[src/rtl/nvm_fc_scheduler.sv]
// Flash-controller request scheduler: arbitrates host transfers against garbage
// collection, enforces per-region write protection and tracks transfer progress.
module nvm_fc_scheduler #(
    parameter int            NREG      = 4,
    parameter int            BW        = 16,
    parameter logic [BW-1:0] GC_THRESH = 16'hF000
) (
    input  logic                     CLK,
    input  logic                     nRST,
    // Host request: a transfer is taken on any cycle where req_valid and req_ready are both 1.
    input  logic                     req_valid,
    output logic                     req_ready,
    input  logic                     req_write,
    input  logic [$clog2(NREG)-1:0]  req_region,
    input  logic [BW-1:0]            req_offset,
    input  logic [BW-1:0]            req_length,
    input  logic                     cfg_we,
    input  logic [$clog2(NREG)-1:0]  cfg_region,
    input  logic                     cfg_perm,
    input  logic                     beat,
    input  logic [BW-1:0]            w_used,
    input  logic                     r_full,
    input  logic                     gc_request,
    input  logic                     gc_interrupt,
    input  logic                     gc_done,
    output logic                     gc_ini,
    output logic                     gc_start,
    output logic                     remap_update,
    input  logic                     remap_done,
    input  logic                     remap_error,
    output logic [NREG-1:0]          wr_perm,
    output logic [2:0]               sys_mode,
    output logic                     req_done,
    output logic                     err,
    output logic [BW-1:0]            txn_count,
    output logic [BW-1:0]            txn_offset,
    output logic [$clog2(NREG)-1:0]  txn_region
);
    localparam int RW = $clog2(NREG);

    typedef enum logic [2:0] {
        IDLE   = 3'd0,
        REMAP  = 3'd1,
        BUSY   = 3'd2,
        GC_INI = 3'd3,
        GC_RUN = 3'd4
    } state_t;

    state_t        state;
    state_t        state_nx;
    logic          rdy_en;
    logic          armed;
    logic          txn_write;
    logic [BW-1:0] txn_length;
    logic [BW-1:0] cnt;

    logic gc_trig;
    logic accept;
    logic sel_perm;
    logic req_bad;
    logic beat_cnt;
    logic last_beat;
    logic err_d;
    logic done_d;
    logic upd_d;

    // Out-of-range regions read as protected, so writes to them are rejected.
    always_comb begin
        sel_perm = 1'b0;
        for (int i = 0; i < NREG; i++) begin
            if (req_region == RW'(i)) sel_perm = wr_perm[i];
        end
    end

    assign gc_trig   = gc_request | ((w_used >= GC_THRESH) & armed);
    assign req_ready = rdy_en & (state == IDLE) & ~gc_trig;
    assign accept    = req_valid & req_ready;
    assign req_bad   = (req_length == '0) | (req_write & ~sel_perm);
    // Reads stall while the read buffer is full; writes always drain.
    assign beat_cnt  = beat & (txn_write | ~r_full);
    assign last_beat = (state == BUSY) & beat_cnt & (cnt == BW'(1));

    always_ff @(posedge CLK or negedge nRST) begin
        if (!nRST) state <= IDLE;
        else       state <= state_nx;
    end

    always_comb begin
        state_nx = state;
        case (state)
            IDLE: begin
                if (gc_trig)                 state_nx = GC_INI;
                else if (accept && !req_bad) state_nx = REMAP;
            end
            REMAP: begin
                if (remap_error)     state_nx = IDLE;
                else if (remap_done) state_nx = BUSY;
            end
            BUSY:    if (last_beat) state_nx = IDLE;
            GC_INI:  state_nx = GC_RUN;
            GC_RUN:  if (gc_done || gc_interrupt) state_nx = IDLE;
            default: state_nx = IDLE;
        endcase
    end

    always_comb begin
        err_d  = (accept & req_bad) | ((state == REMAP) & remap_error);
        done_d = last_beat;
        upd_d  = accept & ~req_bad;
    end

    assign gc_ini    = (state == GC_INI);
    assign gc_start  = (state == GC_RUN);
    assign sys_mode  = state;
    assign txn_count = cnt;

    always_ff @(posedge CLK or negedge nRST) begin
        if (!nRST) begin
            err          <= 1'b0;
            req_done     <= 1'b0;
            remap_update <= 1'b0;
            rdy_en       <= 1'b0;
        end else begin
            err          <= err_d;
            req_done     <= done_d;
            remap_update <= upd_d;
            rdy_en       <= 1'b1;
        end
    end

    always_ff @(posedge CLK or negedge nRST) begin
        if (!nRST) begin
            txn_write  <= 1'b0;
            txn_region <= '0;
            txn_offset <= '0;
            txn_length <= '0;
            cnt        <= '0;
        end else begin
            if (accept) begin
                txn_write  <= req_write;
                txn_region <= req_region;
                txn_offset <= req_offset;
                txn_length <= req_length;
            end
            if (state == REMAP && remap_done && !remap_error)
                cnt <= txn_length;
            else if (state == BUSY && beat_cnt && cnt != '0)
                cnt <= cnt - BW'(1);
        end
    end

    // An interrupted GC disarms the threshold until usage falls back below it.
    always_ff @(posedge CLK or negedge nRST) begin
        if (!nRST) begin
            armed <= 1'b1;
        end else if (state == GC_RUN && gc_interrupt && !gc_done) begin
            armed <= 1'b0;
        end else if (w_used < GC_THRESH) begin
            armed <= 1'b1;
        end
    end

    always_ff @(posedge CLK or negedge nRST) begin
        if (!nRST) begin
            wr_perm <= '1;
        end else if (cfg_we) begin
            for (int i = 0; i < NREG; i++) begin
                if (cfg_region == RW'(i)) wr_perm[i] <= cfg_perm;
            end
        end
    end

endmodule

[config.mk]
export PLATFORM = sky130hd
export DESIGN_NAME = nvm_fc_scheduler
export DESIGN_NICKNAME = d
export VERILOG_FILES = /design/src/rtl/nvm_fc_scheduler.sv
export SDC_FILE = /design/constraint.sdc
export NUM_CORES = 1
export LEC_CHECK = 0
export CORE_MARGIN = 5
export CORE_UTILIZATION = 49
export CTS_CLUSTER_DIAMETER = 100
export DETAILED_ROUTE_END_ITERATION = 6
export GPL_TIMING_DRIVEN = 0
export PLACE_DENSITY_LB_ADDON = 0.15
export SETUP_SLACK_MARGIN = 0.3
export SLEW_MARGIN = 10
export SYNTH_ARGS = -nofsm -noshare
export SYNTH_HDL_FRONTEND = slang
export SYNTH_SLANG_ARGS = --single-unit
[constraint.sdc]
create_clock -name CLK -period 3 [get_ports CLK]
set_input_delay 0.6 -clock CLK [delete_from_list [all_inputs] [get_ports CLK]]
set_output_delay 0.6 -clock CLK [all_outputs]
set_load 0.01 [all_outputs]
* Yosys cells after proc, flatten, opt, wreduce, memory -nomap -nowiden
Cells that the tools add are included.
** Operators by class
- Add/subtract/negate cells :: 1
- Multiply operators :: 0
- Multiplexer cells :: 15
- Magnitude comparators :: 2
- Div/mod/pow operators :: 0
- Bitwise logic cells :: 19
- Reductions and logical operators :: 23
- Equal/unequal tests :: 15
- Shift-type cells :: 0
** Operators with widths (number)
- $mux W16 :: 2
- $mux W3 :: 6
- $eq A16 B1 Y1 const B :: 1
- $ge A16 B16 Y1 const B :: 1
- $logic_not A16 Y1 :: 1
- $lt A16 B16 Y1 const B :: 1
- $reduce_bool A16 Y1 :: 1
- $sub A16 B1 Y16 const B :: 1
- $pmux W3 S5 :: 1
- $and A1 B1 Y1 :: 11
- $eq A2 B2 Y1 const B :: 4
- $reduce_and A2 Y1 :: 4
- $logic_and A1 B1 Y1 :: 7
- $eq A3 B2 Y1 const B :: 2
- $mux W1 :: 6
- $eq A2 B1 Y1 const B :: 2
- $logic_not A2 Y1 :: 2
- $not A1 Y1 :: 4
- $or A1 B1 Y1 :: 4
- $reduce_and A4 Y1 :: 1
- $reduce_bool A2 Y1 :: 2
- $eq A3 B1 Y1 const B :: 1
- $eq A3 B3 Y1 const B :: 1
- $logic_not A1 Y1 :: 3
- 6 further kinds :: 6
** Storage, ports and cells
- Memories :: 0
- Logic and storage cells :: 90
- Memory bits (writable) :: 0
- Input bits :: 65
- Output and inout bits :: 47
- Register bits after elaboration :: 63
- Bits in latches :: 0
- ROM bits :: 0

* Longest topological paths before layout
Gate-level depths: netlist of the first run.
- Depth after elaboration :: 13
- Mapped depth :: 7

* Worst setup path after synthesis of the first run
Ideal clock, no wire load.
- Path type :: flip-flop to flip-flop
- Start :: register state[0] (netlist: sys_mode[0])
- End :: register txn_length[10]
- Data required time :: 2875 ps
- Stages on the path, launching flop included :: 8
- Period minus slack after synthesis :: 2209 ps
- Arrival time :: 2084 ps
- Setup slack :: 791 ps
- Cell sequence :: dfrtp_1 buf_6 or4b_4 a211oi_4 and2_4 buf_12 buf_12 mux2_4
** Between the ends
- Longest elaborated chain between the ends :: 4
** RTL lines
- start, declared :: RTL line 49 : state_t state;
- start signal, assigned :: RTL line 85 : else state <= state_nx;
- $logic_not A3 Y1 :: RTL line 76 : assign req_ready = rdy_en & (state == IDLE) & ~gc_trig;
- $and A1 B1 Y1 (2 in a row) :: RTL line 76
- via req_ready :: RTL line 12 : output logic req_ready,
- $and A1 B1 Y1 :: RTL line 77 : assign accept = req_valid & req_ready;
- end signal, assigned :: RTL line 143 : txn_length <= req_length;
- end, declared :: RTL line 54 : logic [BW-1:0] txn_length;
The timed path passes the listed nets, and every way through them passes these cells.
A chain may end at the register's enable or synchronous reset.

* Worst setup path after layout of the first run
- Start :: register state[0] (netlist: sys_mode[0])
- End :: output port req_ready
** Between the ends
- Longest elaborated chain between the ends :: 3
** RTL lines (RTL line)
- $logic_not A3 Y1 :: 76
- $and A1 B1 Y1 (2 in a row) :: 76
- end, declared :: 12
No other way between the ends.

==> flow_summary.toml, run 1 <==
[timing]
slew-limit-headroom = 0.471
setup_violations = 0
period_share = 0.850
max_freq_mhz = 392
rsz0062_at_grt = "no"
worstMarginPinSlew_ns = 0.793
clock_skew_ns = 0.00515
setup_tns_ns = 0
fin_crit_ns = 2.55
finalMaxSlewViolations = 0
hold_violations = 0

[synthesis]
synth_nets = 327
syn_avg_cell_area_um2 = 12.4
synth_top_cell_area_share = 0.451
ys_async_sr_fraction = 1.00
synthTopCellsByArea = "dfrtp_1 45%, mux2_4 14%, dfstp_2 4.1%, mux2_2 3.5%, buf_12 2.5%"
ys_ff_latch = 63
yosysUniqueCellTypes = 57
synth_warnings = 0
synth_edf_count = 0
syn_inst = 260
synth_top_flop_cell = "dfrtp_1"
yosysSeqAreaShare = 0.492
yosysTopAreaCell = "dfrtp_1"
netlist_area_um2 = 3220

[pwr]
power_w = 0.00407
power_leakage_nw = 1.84
powerDensity_nw_per_um2 = 907
ir_drop_uv = 551

[hold_path]
hold_class = "in -> async"

[detailed_routing]
drt-vias-per-instance = 5.67
antenna_left = 0
drt_first_pass_iters = 4
drtIter0Drc = 96
avgRoutedWirePerCell_um = 17.9
vias = 2557
drc = 0
drt-total-wl_um = 8060

[clocking]
clkSinkCount = 63
cts_buffers = 9
clkSlewWorstSetupHoldPaths_ns = 0.07
cts-root-buf = "clkbuf_8"
clk_latency_ns = 0.34
cts_buffer_depth = 2
htreeDepth = 3
cts_hold_buf = 0
cts_tree = "yes"

[worst_setup_path]
crit_type = "reg -> out"
cp_data_required_time_ns = 2.40
end_kind = "primary output"
cp_max_fo = 10
cp.arrival_ns = 1.95
r2r_cells = 7
start_kind = "flip-flop"

[cells_and_area]
nNetsFinal = 437
drive_above_1_share = 0.225
final_cells = 451
syn_to_final_growth_pct = 39.5
diodes = 0

[placed_design]
routabilityCongestion = 0.895
dp.cells = 436
port_buffers = 99
dp.final_hpwl_um = 5990

[die]
die-area_um2 = 8290
die_x_um = 91.0
io_pins = 112
core_area_um2 = 6390
initial_core_util = 0.504
rows = 29
die_h_um = 91.0

[global_route]
grt_max_degree = 64
gr-total-overflow = 0
antenna_found_initial = 0
grt_util_all_layers = 0.200
grt_first_pass_wirelength_um = 13300
first_global_vias = 2657

[run_status]
status = "completed"

[run]
drv_cap = 0
cell usage after synthesis (3+ instances only):
library cell and count:
and2_1 4, o31ai_1 3, mux2_4 29, nor3b_1 3
nand3_1 9, nor3_1 8, dfstp_2 5, clkbuf_1 3
dfrtp_1 58, a31oi_1 4, o21ai_0 4, o221ai_1 5
nor4_1 7, o311ai_0 5, buf_12 4, nand2_1 21
a32oi_1 3, inv_1 10, nor2_1 13, mux2_2 10
nand4_1 5, or4_1 6
cell type report:
cell class,count,area (um2)
Clock buffer,9,124
Tap cell,77,96.3
Multi-Input combinational cell,178,1490
Fill cell,494,1900
Timing Repair Buffer,99,987
Buffer,9,108
Inverter,10,37.5
Clock inverter,6,62.6
Sequential cell,63,1580
layer usage:
layer,global-route usage,vias up,wire (um)
met1,0.267,1234,3550
met4,0.0941,0,166
met5,0,-,0
met3,0.0504,14,616
li1,-,1211,-
met2,0.305,98,3730
state kept, by name (all words and copies together), names as in the netlist, 2 cells and up:
signal      cells
txn_region      2
wr_perm         4
sys_mode        3
txn_count      16
txn_offset     16
txn_length     16
kinds of logic (layout without fill, tap and decap cells):
| group | count (synthesis) | after routing | share of synthesized area |
|---|---|---|---|
| AND/OR/NAND/NOR | 95 | 95 | 0.176 |
| other | 1 | 1 | 0.00117 |
| adder cells (fa/ha/maj) | 2 | 2 | 0.00778 |
| AO/OA/AOI/OAI | 40 | 40 | 0.100 |
| buffers and inverters | 19 | 133 | 0.0451 |
| multiplexers | 40 | 40 | 0.177 |
| flip-flops | 63 | 63 | 0.492 |
placed cells by master (no fill, tap or decap), types with 4 or more instances in the layout:
cell and n:
nand4_1 5, nand2_1 21, or4_1 6, nor3_1 8
nand3_1 9, o311ai_0 5, o21ai_0 4, clkbuf_8 9
dfstp_2 5, mux2_4 29, nor2_1 13, inv_1 10
buf_12 4, mux2_2 10, and2_1 4, nor4_1 7
o221ai_1 5, a31oi_1 4, dfrtp_1 58, clkdlybuf4s50_1 97
power breakdown:
part           internal (W)  switching, W  total, W
clock              0.000376      0.000346  0.000722
combinational       0.00107      0.000729   0.00180
sequential          0.00122      0.000335   0.00155
stage by stage:
stage                     hold WS (ns)  instance area [um2]   util  setup slack [ns]
after floorplan                  0.304                 3220      -             0.791
after global placement           0.480                 4300  0.674            -0.735
after detailed placement         0.480                 4300  0.674             0.296
after CTS                        0.364                 4490  0.703             0.422
after global routing             0.410                 4490  0.703             0.350
final                            0.340                 4490  0.703             0.449
worst paths after layout:
path                              startpoint             to  slack [ns]
worst min-delay path                    nRST   txn_count[8]        0.34
worst max-delay path             sys_mode[0]      req_ready        0.45
worst max register to register  txn_count[0]  txn_count[12]        0.65
min in group CLK                       armed          armed        0.49
worst min register to register         armed          armed        0.49
max in group asynchronous               nRST   txn_count[2]        2.14
repair_timing:
item | 4_1_cts | 5_1_grt
setup endpoints to repair | 1 | 0
resized for setup | 1 | 0
setup buffers | 0 | 0
critical path, cell delays in order, from the launching register on:
cell and delay, ns:
dfrtp_1 0.39, buf_6 0.14, or4b_4 0.52, a211oi_4 0.26
dlygate4sd2_1 0.30
No activity file was read; power rests on OpenSTA's default activity.
==> run 2: changes to the inputs <==
--- a/constraint.sdc
+++ b/constraint.sdc
@@ -3,2 +3,2 @@
 set_output_delay 0.6 -clock CLK [all_outputs]
-set_load 0.01 [all_outputs]
+set_load 0.005 [all_outputs]
==> results of run 2 <==
The final DEF is identical to that of run 1. Status: completed.
Among the figures that moved: setup slack after placement 0.296 ns -> 0.331 ns; setup slack after layout 0.449 ns -> 0.483 ns; total power 0.00407 W -> 0.00397 W; worst IR drop on VDD 551 uV -> 544 uV
